[src/rtl/camera_init_seq.sv]
// camera_init_seq
//   Walks an init table (external synchronous ROM, 1-cycle read latency) and
//   issues one SCCB register write per entry through an external writer.
//   A NACKed write is retried up to MAX_RETRY times with a 1-cycle gap; a
//   settle delay follows the entry at DELAY_AFTER_INDEX (sensor soft reset).
//
// Ports
//   clk, reset   system clock, asynchronous active-high reset
//   start        pulse; (re)starts the sequence from IDLE, DONE or ERROR
//   rom_addr     table address (current entry index)
//   rom_q        table word {reg_addr[15:0], data[7:0]}, 1 cycle after rom_addr
//   wr_req       write request level, high only while a write is outstanding
//   wr_dev_id    SCCB write device address
//   wr_reg_addr  register address of the current entry
//   wr_data      register data of the current entry
//   wr_done      pulse: current write finished
//   wr_nack      qualified by wr_done; 1 = write failed
//   busy         sequence in progress
//   init_done    sticky: all entries written
//   init_error   sticky: retry limit exhausted
module camera_init_seq #(
  parameter int unsigned TABLE_LEN         = 252,
  parameter int unsigned ADDR_WIDTH        = 8,
  parameter int unsigned DELAY_AFTER_INDEX = 1,
  parameter int unsigned DELAY_CYCLES      = 250000,
  parameter int unsigned MAX_RETRY         = 3,
  parameter logic [7:0]  DEVICE_ID         = 8'h78
) (
  input  logic                  clk,
  input  logic                  reset,
  input  logic                  start,
  output logic [ADDR_WIDTH-1:0] rom_addr,
  input  logic [23:0]           rom_q,
  output logic                  wr_req,
  output logic [7:0]            wr_dev_id,
  output logic [15:0]           wr_reg_addr,
  output logic [7:0]            wr_data,
  input  logic                  wr_done,
  input  logic                  wr_nack,
  output logic                  busy,
  output logic                  init_done,
  output logic                  init_error
);

  localparam int unsigned DCNT_W = ($clog2(DELAY_CYCLES + 1) > 18) ? $clog2(DELAY_CYCLES + 1) : 18;
  localparam int unsigned RCNT_W = (MAX_RETRY > 0) ? $clog2(MAX_RETRY + 1) : 1;

  localparam logic [ADDR_WIDTH-1:0] LAST_IDX  = ADDR_WIDTH'(TABLE_LEN - 1);
  localparam logic [ADDR_WIDTH-1:0] DLY_IDX   = ADDR_WIDTH'(DELAY_AFTER_INDEX);
  localparam logic [DCNT_W-1:0]     DCNT_LAST = DCNT_W'(DELAY_CYCLES - 1);
  localparam logic [RCNT_W-1:0]     RETRY_MAX = RCNT_W'(MAX_RETRY);

  typedef enum logic [3:0] {
    S_IDLE,
    S_FETCH,
    S_LATCH,
    S_WRITE,
    S_GAP,
    S_DELAY,
    S_NEXT,
    S_DONE,
    S_ERROR
  } state_t;

  state_t                r_state;
  logic [ADDR_WIDTH-1:0] r_index;
  logic [RCNT_W-1:0]     r_retry;
  logic [DCNT_W-1:0]     r_dcnt;
  logic                  r_wr_req;
  logic                  r_busy;
  logic                  r_done;
  logic                  r_err;
  logic [15:0]           r_reg_addr;
  logic [7:0]            r_data;

  assign rom_addr    = r_index;
  assign wr_req      = r_wr_req;
  assign wr_dev_id   = DEVICE_ID;
  assign wr_reg_addr = r_reg_addr;
  assign wr_data     = r_data;
  assign busy        = r_busy;
  assign init_done   = r_done;
  assign init_error  = r_err;

  // Outputs are registered alongside the state: each transition sets the
  // values that belong to the state being entered.
  always_ff @(posedge clk or posedge reset) begin
    if (reset) begin
      r_state    <= S_IDLE;
      r_index    <= '0;
      r_retry    <= '0;
      r_dcnt     <= '0;
      r_wr_req   <= 1'b0;
      r_busy     <= 1'b0;
      r_done     <= 1'b0;
      r_err      <= 1'b0;
      r_reg_addr <= '0;
      r_data     <= '0;
    end else begin
      case (r_state)
        S_IDLE, S_DONE, S_ERROR: begin
          if (start) begin
            r_index <= '0;
            r_retry <= '0;
            r_done  <= 1'b0;
            r_err   <= 1'b0;
            r_busy  <= 1'b1;
            r_state <= S_FETCH;
          end
        end

        // rom_addr has been stable since entering FETCH; rom_q is valid here.
        S_FETCH: r_state <= S_LATCH;

        S_LATCH: begin
          r_reg_addr <= rom_q[23:8];
          r_data     <= rom_q[7:0];
          r_wr_req   <= 1'b1;
          r_state    <= S_WRITE;
        end

        S_WRITE: begin
          if (wr_done) begin
            r_wr_req <= 1'b0;
            if (!wr_nack) begin
              r_retry <= '0;
              if ((r_index == DLY_IDX) && (DELAY_CYCLES != 0)) begin
                r_dcnt  <= '0;
                r_state <= S_DELAY;
              end else begin
                r_state <= S_NEXT;
              end
            end else if (r_retry < RETRY_MAX) begin
              r_retry <= r_retry + 1'b1;
              r_state <= S_GAP;
            end else begin
              r_err   <= 1'b1;
              r_busy  <= 1'b0;
              r_state <= S_ERROR;
            end
          end
        end

        // Re-issue the latched entry; no ROM re-fetch needed.
        S_GAP: begin
          r_wr_req <= 1'b1;
          r_state  <= S_WRITE;
        end

        S_DELAY: begin
          if (r_dcnt == DCNT_LAST) begin
            r_dcnt  <= '0;
            r_state <= S_NEXT;
          end else begin
            r_dcnt <= r_dcnt + 1'b1;
          end
        end

        S_NEXT: begin
          if (r_index == LAST_IDX) begin
            r_done  <= 1'b1;
            r_busy  <= 1'b0;
            r_state <= S_DONE;
          end else begin
            r_index <= r_index + 1'b1;
            r_state <= S_FETCH;
          end
        end

        default: begin
          r_wr_req <= 1'b0;
          r_busy   <= 1'b0;
          r_state  <= S_IDLE;
        end
      endcase
    end
  end

endmodule

[config.mk]
export PLATFORM = sky130hd
export DESIGN_NAME = camera_init_seq
export DESIGN_NICKNAME = d
export VERILOG_FILES = /design/src/rtl/camera_init_seq.sv
export SDC_FILE = /design/constraint.sdc
export NUM_CORES = 1
export LEC_CHECK = 0
export ABC_AREA = 1
export CORE_UTILIZATION = 35
export CTS_BUF_LIST = sky130_fd_sc_hd__clkbuf_4 sky130_fd_sc_hd__clkbuf_8
export CTS_CLUSTER_DIAMETER = 60
export DETAILED_ROUTE_END_ITERATION = 12
export GPL_ROUTABILITY_DRIVEN = 0
export PLACE_DENSITY = 0.62
export SYNTH_ARGS = -nofsm -noshare
export SYNTH_HDL_FRONTEND = slang
export SYNTH_SLANG_ARGS = --single-unit
[constraint.sdc]
create_clock -name clk -period 3 [get_ports clk]
set_input_delay 0.6 -clock clk [delete_from_list [all_inputs] [get_ports clk]]
set_output_delay 0.6 -clock clk [all_outputs]
set_load 0.005 [all_outputs]
==> impl_metrics.env, run 1 <==
export IMPL_outcome="finished clean"
export IMPL_finalSetupViolCount=0
export IMPL_synth_xor_area_share_pct=2.89
export IMPL_port_buffers=64
export IMPL_cpLargestDelayFamily="buffers and inverters"
export IMPL_cp_depth=1
export IMPL_final_common_cell="nand2_1"
export IMPL_end_kind="output pin"
export IMPL_r2r_start="r_dcnt[0]"
export IMPL_fp_dieH_um=99.6
export IMPL_clock_latency_ps=340
export IMPL_p_leak_nw=1.92
export IMPL_multi_input_area_um2=1620
export IMPL_grt_max_degree=61
export IMPL_fin_cells=604
export IMPL_r2r_end="r_state[1]"
export IMPL_netlist_instances=401
export IMPL_holdWs_ps=476
export IMPL_hp_start="wr_req"
export IMPL_rows=35
export IMPL_rsz0062_at_grt="no"
export IMPL_drive_above_1_share_pct=16.0
export IMPL_drv_cap=0
export IMPL_fin_nets=503
export IMPL_slew_headroom_pct=48.3
export IMPL_n_fill_cell=923
export IMPL_hold_viol_final=0
export IMPL_min_path_cells=2
export IMPL_overflow=0
export IMPL_syn_to_final_growth_pct=27.5
export IMPL_synth_top_family_by_area="simple AND/OR/NAND/NOR gates"
export IMPL_critPathMaxStageDelay_ps=560
export IMPL_layout_common_cells="nand2_1, clkdlybuf4s50_1, dfrtp_1"
export IMPL_synth_area_um2=3330
export IMPL_synth_seq_area_share_pct=45.1
export IMPL_grt_pass1_vias=2752
export IMPL_clock_skew_ps=10.0
export IMPL_synth_compound_area_share_pct=3.76
export IMPL_dieWidth_um=99.6
export IMPL_peakVddDrop_mv=0.419
export IMPL_reg2regPathDepth=10
export IMPL_vias_per_cell=4.61
export IMPL_dpl_hpwl_um=4990
export IMPL_crit_type="reg2out"
export IMPL_routed_wl_um=7160
export IMPL_fin_crit_ps=2000
export IMPL_core_um2=9240
export IMPL_ys_ff_latch=60
export IMPL_yosys_warnings=0
export IMPL_seq_area_um2=1500
export IMPL_clock_sinks=60
export IMPL_r2r_slack_ps=1240
export IMPL_powerDensity_nw_per_um2=846
export IMPL_start_util_pct=36.0
export IMPL_path_buf_inv=1
export IMPL_wl_per_cell_um=11.8
export IMPL_muxShareOfSynthArea_pct=8.11
export IMPL_first_pass_iters=4
export IMPL_worstHoldPathType="reg2reg"
export IMPL_postRouteAntennaNets=0
export IMPL_worstMarginPinSlew_ps=776
export IMPL_antenna_found_initial=0
export IMPL_ctsHoldBuffers=0
export IMPL_cts_tree="yes"
export IMPL_period_share_pct=66.6
export IMPL_yosysUniqueCellTypes=33
export IMPL_dp_cells=588
export IMPL_clockBufferDepth=2
export IMPL_slowest_stage="clkdlybuf4s50_1"
export IMPL_cts_buffers=9
export IMPL_synth_adder_area_share_pct=1.50
export IMPL_arrival_ps=1400
export IMPL_min_to="wr_req"
export IMPL_drc=0
export IMPL_grt_usage_pct=15.7
export IMPL_start_kind="flop"
export IMPL_cp_required_ps=2400
export IMPL_cts_resized=0
export IMPL_crit_chain="clkdlybuf4s50_1"
export IMPL_postSynthAreaPerCell_um2=8.31
export IMPL_cts_root_buf="clkbuf_8"
export IMPL_clk_pin_slew_ps=70
export IMPL_max_freq_mhz=501
export IMPL_die_area_um2=9910
export IMPL_drt_iter0_drc=119
export IMPL_grt_pass1_wl_um=12500
export IMPL_critPathMaxFanout=8
export IMPL_io_pin_count=73
export IMPL_fin_setup_tns_ps=0
export IMPL_vias=2786
export IMPL_post_cts_setup_buffers=0
export IMPL_slew_viol_final=0
export IMPL_n_antenna_cell=0
export IMPL_synth_simple_gate_area_share_pct=31.4
export IMPL_htree_num_levels=3
[routing by layer]
layer	GRT usage, %	vias up	part of all wire (%)
met4	3.85	0	0.77
li1	-	1403	-
met1	20.0	1323	47
met2	25.9	55	46
met3	5.13	5	5.5
met5	0	-	0
[Yosys cell counts]
master | count | area [um^2]
xor2_1 | 9 | 78.8
o21bai_1 | 1 | 7.51
nand2_4 | 2 | 22.5
clkinv_2 | 1 | 5.00
nand3_4 | 2 | 35.0
o21ai_1 | 9 | 45.0
nand2_2 | 13 | 81.3
o21a_1 | 1 | 7.51
ha_1 | 4 | 50.1
buf_2 | 3 | 15.0
inv_4 | 2 | 12.5
inv_2 | 5 | 18.8
inv_1 | 28 | 105
or2_2 | 3 | 18.8
a21oi_1 | 3 | 15.0
dfrtp_1 | 60 | 1500
nor2_4 | 2 | 22.5
or2_1 | 1 | 6.26
xnor2_1 | 2 | 17.5
nor2_1 | 42 | 158
nor2_8 | 1 | 20.0
and2_1 | 1 | 6.26
buf_6 | 1 | 11.3
mux2_2 | 24 | 270
nor2_2 | 3 | 18.8
nand3b_1 | 2 | 15.0
conb_1 | 2 | 7.51
nor3_1 | 1 | 5.00
buf_4 | 9 | 67.6
nand3_1 | 30 | 150
nand4_1 | 8 | 50.1
nand2_1 | 116 | 435
o21ai_0 | 10 | 50.1
[final cells by class]
class                   count  area share [%]
clock inverters             7            1.24
inverters                  36            3.33
clock buffers               9            2.92
well taps                 129            3.80
multi-input cells         298            38.1
flip-flops and latches     60            35.4
repair buffers             65            15.3
[registers in the layout (all words and copies together) (netlist names)]
signal	count
r_retry	2
r_dcnt	18
rom_addr	8
wr_reg_addr	16
wr_req	1
init_error	1
r_state	4
init_done	1
busy	1
wr_data	8
[where the power goes]
| group | total, mW | switching [mW] | internal, mW |
|---|---|---|---|
| sequential | 1.34 | 0.235 | 1.11 |
| clock | 0.657 | 0.354 | 0.303 |
| combinational | 1.59 | 0.764 | 0.830 |
| total | 3.59 | 1.35 | 2.24 |
[how the worst max path moves through the flow]
stage / from / endpoint / slack [ps]
finish: rom_addr[2] / rom_addr[2] / 1000
global placement: wr_nack / busy / 1080
detailed placement: wr_nack / busy / 1070
CTS: rom_addr[2] / rom_addr[2] / 980
floorplan: reset / busy / 920
global route: rom_addr[2] / rom_addr[2] / 940
[metrics by stage]
| step | setup WS, ps | power (mW) | util (%) | cell area (um^2) |
|---|---|---|---|---|
| global placement | 1080 | 2.93 | 44.0 | 4070 |
| detailed placement | 1070 | 2.96 | 44.0 | 4070 |
| global route | 943 | 3.89 | 45.9 | 4250 |
| CTS | 985 | 3.64 | 45.9 | 4250 |
| floorplan | 915 | 2.32 | - | 3350 |
| finish | 1000 | 3.59 | 45.9 | 4250 |
[cells by family after synthesis]
logic type	after synthesis
flops	60
xor+xnor	11
other cells	2
simple gates	227
fa+ha+maj	4
buf+inv	49
mux	24
compound gates	24
Power figures use the tool's default switching activity.
==> inputs of run 2 (changes only) <==
--- a/config.mk
+++ b/config.mk
@@ -11,7 +11,7 @@
 export CTS_CLUSTER_DIAMETER = 60
 export DETAILED_ROUTE_END_ITERATION = 12
 export GPL_ROUTABILITY_DRIVEN = 0
-export PLACE_DENSITY = 0.62
+export PLACE_DENSITY = 0.64
 export SYNTH_ARGS = -nofsm -noshare
 export SYNTH_HDL_FRONTEND = slang
 export SYNTH_SLANG_ARGS = --single-unit
==> constraint.sdc (replaced) <==
create_clock -name clk -period 1.65 [get_ports clk]
set_input_delay 0.33 -clock clk [delete_from_list [all_inputs] [get_ports clk]]
set_output_delay 0.33 -clock clk [all_outputs]
set_load 0.005 [all_outputs]
==> run 2 against run 1 <==
  * Clock power up 130%
  * Design area up 7.5%
  * Cell count is 4.5% higher
  * Utilization up 3.5 points
  * Non-clock buffer count grew 26
  * Sequential share of layout area shrank 2.4 points
  * Register-to-register slack worse by 1100 ps
  * Die area is the same
  * Global-route usage increased by 0.65 points
  * First-iteration DRC count grew 52%
==> impl_metrics.env, run 2 (synthesis results as in run 1) <==
export IMPL_dpl_hpwl_um=5500
export IMPL_grt_use_met2_pct=27.5
export IMPL_drive_above_1_share_pct=21.5
export IMPL_dp_cells=605
export IMPL_fp_dieH_um=99.6
export IMPL_finalSetupViolCount=0
export IMPL_powerDensity_nw_per_um2=1550
export IMPL_antenna_found_initial=0
export IMPL_top_usage_layer="met2"
export IMPL_outcome="finished clean"
export IMPL_ctsHoldBuffers=0
export IMPL_wl_per_cell_um=12.2
export IMPL_worst_slack_ps=47.5
export IMPL_p_leak_nw=2.12
export IMPL_crit_type="reg2out"
export IMPL_drt_iter0_drc=181
export IMPL_hold_viol_final=0
export IMPL_cts_tree="yes"
export IMPL_layout_common_cells="nand2_1, clkdlybuf4s50_1, dfrtp_1"
export IMPL_fin_cells=631
export IMPL_critPathMaxStageDelay_ps=520
export IMPL_final_common_cell="nand2_1"
export IMPL_n_fill_cell=877
export IMPL_drv_cap=0
export IMPL_end_kind="output pin"
export IMPL_vias_per_cell=4.64
export IMPL_grt_max_degree=42
export IMPL_peakVddDrop_mv=0.802
export IMPL_start_kind="flop"
export IMPL_clk_pin_slew_ps=70
export IMPL_grt_pass1_wl_um=12800
export IMPL_path_buf_inv=1
export IMPL_n_antenna_cell=0
export IMPL_dieWidth_um=99.6
export IMPL_period_share_pct=97.1
export IMPL_fin_setup_tns_ps=0
export IMPL_arrival_ps=1270
export IMPL_slew_viol_final=0
export IMPL_rows=35
export IMPL_clock_latency_ps=340
export IMPL_first_pass_iters=4
export IMPL_htree_num_levels=3
export IMPL_crit_chain="clkdlybuf4s50_1"
export IMPL_cpLargestDelayFamily="buffers and inverters"
export IMPL_largest_register="r_dcnt"
export IMPL_die_area_um2=9910
export IMPL_seq_area_um2=1510
export IMPL_postRouteAntennaNets=0
export IMPL_largest_reg_flops=18
export IMPL_final_util_pct=49.4
export IMPL_slowest_stage="clkdlybuf4s50_1"
export IMPL_use_met3_pct=4.01
export IMPL_core_um2=9240
export IMPL_clock_sinks=60
export IMPL_grt_pass1_vias=2825
export IMPL_multi_input_area_um2=1640
export IMPL_grt_util_met1_pct=20.2
export IMPL_final_area_um2=4560
export IMPL_grt_usage_pct=16.3
export IMPL_start_util_pct=36.0
export IMPL_cp_required_ps=1320
export IMPL_holdWs_ps=393
export IMPL_io_pin_count=73
export IMPL_fin_crit_ps=1600
export IMPL_worstHoldPathType="in2async"
export IMPL_overflow=0
export IMPL_cts_root_buf="clkbuf_8"
export IMPL_max_freq_mhz=624
export IMPL_clockBufferDepth=2
export IMPL_port_buffers=64
export IMPL_drc=0
export IMPL_place_area_um2=4250
export IMPL_post_place_ws_ps=40.8
export IMPL_clock_skew_ps=9.26
export IMPL_fin_nets=530
export IMPL_power_mw=7.09
export IMPL_routed_wl_um=7730
export IMPL_critPathMaxFanout=6
export IMPL_cts_buffers=9
export IMPL_syn_to_final_growth_pct=37.0
export IMPL_vias=2926
==> run 2: cell count changes in the layout (fill, tap and decap cells not counted), moves of 2 or more <==
cell             delta
dlygate4sd2_1       +2
buf_4              +22
clkinv_4            -2
buf_12              +4
clkdlybuf4s50_1     -3
nand2_1             -2
bufinv_16           +2
dfrtp_2             +3
dfrtp_1             -3
==> run 2: per-layer routing <==
metal / vias to the layer above / part of all wire, %
met4: 0 / 1.5
met1: 1392 / 46
met5: - / 0
met3: 13 / 4.8
met2: 66 / 48
li1: 1455 / -
==> run 2: final timing paths <==
path	start	end	slack, ps	cells past startpoint
min	reset	r_dcnt[12]	390	3
min reg2reg	wr_req	wr_req	470	2
max in group asynchronous	reset	rom_addr[3]	990	3
min in group clk	wr_req	wr_req	470	2
max reg2reg	rom_addr[6]	r_dcnt[6]	110	9
max	rom_addr[6]	rom_addr[6]	50	1
==> run 2: what timing repair did <==
action / CTS / global route
resized for setup: 5 / 4
gates cloned: 0 / 1
buffers inserted: 3 / 6
setup endpoints to repair: 6 / 8
==> run 2: final cells by class <==
class                      instances  area share [%]
inverter                          36            3.18
clock buffer                       9            2.71
tap                              129            3.54
clock inverter                     7            2.17
multi-input combinational        299            35.9
sequential                        60            33.0
timing repair buffer              91            19.6
==> run 2: worst register-to-register path, cell delays in order (launching register included) <==
cell and delay, ps:
dfrtp_2 450, buf_4 140, nor2_1 80, nand2_1 80
nor2_2 140, nand2_2 60, nand2_2 100, nand3_2 200
nand2_1 110, o21ai_0 70
==> run 2: power by group <==
part,switching (mW),internal (mW)
Sequential,0.407,2.01
Clock,0.638,0.860
Combinational,1.50,1.67
Total,2.55,4.54
==> inputs of run 3 (changes only) <==
--- a/config.mk
+++ b/config.mk
@@ -11,7 +11,8 @@
 export CTS_CLUSTER_DIAMETER = 60
 export DETAILED_ROUTE_END_ITERATION = 12
 export GPL_ROUTABILITY_DRIVEN = 0
-export PLACE_DENSITY = 0.64
+export PLACE_DENSITY = 0.62
+export SKIP_LAST_GASP = 1
 export SYNTH_ARGS = -nofsm -noshare
 export SYNTH_HDL_FRONTEND = slang
 export SYNTH_SLANG_ARGS = --single-unit
==> constraint.sdc (replaced) <==
create_clock -name clk -period 1.6 [get_ports clk]
set_input_delay 0.32 -clock clk [delete_from_list [all_inputs] [get_ports clk]]
set_output_delay 0.32 -clock clk [all_outputs]
set_load 0.005 [all_outputs]
==> run 3 against run 2 <==
  * First-iteration DRC count decreased by 35%
  * Worst setup slack got worse by 10 ps
  * Combinational power increased by 6%
  * Via count decreased by 2.1%
  * Sequential cell count unchanged
  * Wire length decreased by 4.5%
  * Clock skew about the same
  * Global-route usage increased by 0.060 points
  * Highest routed layer unchanged
  * Non-clock buffer count increased by 4
  * Count of clock-buffer cells in the layout unchanged
  * Sequential share of layout area decreased by 0.23 points
  * Power increased by 4.1%
==> impl_metrics.env, run 3 (synthesis results as in run 1) <==
export IMPL_worst_slack_ps=37.4
export IMPL_first_pass_iters=4
export IMPL_start_util_pct=36.0
export IMPL_cp_required_ps=1280
export IMPL_cts_buffers=9
export IMPL_fin_cells=634
export IMPL_largest_register="r_dcnt"
export IMPL_overflow=0
export IMPL_syn_to_final_growth_pct=37.8
export IMPL_fp_dieH_um=99.6
export IMPL_grt_pass1_wl_um=13000
export IMPL_arrival_ps=1240
export IMPL_crit_type="reg2out"
export IMPL_largest_reg_flops=18
export IMPL_vias=2864
export IMPL_finalSetupViolCount=0
export IMPL_routed_wl_um=7380
export IMPL_grt_usage_pct=16.4
export IMPL_die_area_um2=9910
export IMPL_critPathMaxFanout=4
export IMPL_drv_cap=0
export IMPL_layout_common_cells="nand2_1, dfrtp_1, clkdlybuf4s50_1"
export IMPL_r2r_start="rom_addr[0]"
export IMPL_fin_crit_ps=1560
export IMPL_p_leak_nw=2.18
export IMPL_clk_pin_slew_ps=80
export IMPL_clock_sinks=60
export IMPL_end_kind="output pin"
export IMPL_grt_max_degree=26
export IMPL_place_area_um2=4280
export IMPL_hold_viol_final=0
export IMPL_dpl_hpwl_um=5430
export IMPL_powerDensity_nw_per_um2=1610
export IMPL_path_buf_inv=1
export IMPL_critPathMaxStageDelay_ps=520
export IMPL_final_area_um2=4590
export IMPL_slowest_stage="clkdlybuf4s50_1"
export IMPL_fin_setup_tns_ps=0
export IMPL_n_fill_cell=873
export IMPL_vias_per_cell=4.52
export IMPL_clock_skew_ps=9.54
export IMPL_outcome="finished clean"
export IMPL_cts_tree="yes"
export IMPL_cts_root_buf="clkbuf_8"
export IMPL_drc=0
export IMPL_dp_cells=610
export IMPL_fin_nets=533
export IMPL_start_kind="flop"
export IMPL_core_um2=9240
export IMPL_drive_above_1_share_pct=22.0
export IMPL_cpLargestDelayFamily="buffers and inverters"
export IMPL_htree_num_levels=3
export IMPL_clock_latency_ps=340
export IMPL_drt_iter0_drc=117
export IMPL_dieWidth_um=99.6
export IMPL_max_freq_mhz=640
export IMPL_postRouteAntennaNets=0
export IMPL_final_util_pct=49.7
export IMPL_slew_viol_final=0
export IMPL_post_place_ws_ps=-1.39
export IMPL_n_antenna_cell=0
export IMPL_rows=35
export IMPL_holdWs_ps=300
export IMPL_rsz0062_at_grt="yes"
export IMPL_period_share_pct=97.7
export IMPL_antenna_found_initial=0
export IMPL_clockBufferDepth=2
export IMPL_port_buffers=64
export IMPL_io_pin_count=73
export IMPL_startpoint="rom_addr[3]"
export IMPL_crit_chain="clkdlybuf4s50_1"
export IMPL_power_mw=7.38
export IMPL_peakVddDrop_mv=0.958
export IMPL_final_common_cell="nand2_1"
export IMPL_worstHoldPathType="in2async"
export IMPL_wl_per_cell_um=11.6
export IMPL_grt_pass1_vias=2950
==> run 3: per-layer routing <==
metal | GRT usage (%) | vias to the layer above | wire length (um)
li1 | - | 1463 | -
met1 | 20.4 | 1324 | 3380
met2 | 27.5 | 65 | 3510
met3 | 4.15 | 12 | 394
met4 | 6.11 | 0 | 98
met5 | 0 | - | 0
==> run 3: what timing repair did <==
action / 4_1_cts / 5_1_grt
hold buffers: 0 / 0
resized for setup: 4 / 8
cloned: 0 / 0
endpoints found under the setup margin: 6 / 18
buffers inserted: 4 / 4
pin swaps: 0 / 1
==> run 3: path summary, 6_finish.rpt <==
kind                            cells past startpoint             end  slack [ps]
worst max register to register                      8       r_dcnt[0]          80
worst max-delay path                                1     rom_addr[3]          40
worst min-delay path                                2  wr_reg_addr[5]         300
min in group clk                                    2          wr_req         480
worst min register to register                      2          wr_req         480
max in group asynchronous                           3     rom_addr[2]         850
==> run 3: worst reg2reg max path, stage by stage (launching register included) <==
cell and delay, ps:
dfrtp_1 350, buf_4 140, ha_1 140, nand2_1 60, nor2_2 160, nand2_2 70
nand2_2 70, nand3_4 190, o21a_1 230
==> run 3: final cells by class <==
type / count / area (um^2) / share of cell area, %
Multi-Input combinational cell: 298 / 1630 / 35.5
Sequential cell: 60 / 1500 / 32.8
Timing Repair Buffer: 95 / 930 / 20.3
Tap cell: 129 / 161 / 3.52
Inverter: 36 / 145 / 3.16
Clock buffer: 9 / 124 / 2.70
Clock inverter: 7 / 98.8 / 2.15
==> run 3: power breakdown <==
group	switching (mW)	total, mW	internal [mW]
Clock	0.662	1.55	0.887
Sequential	0.400	2.47	2.07
Combinational	1.53	3.36	1.82
Total	2.59	7.38	4.78
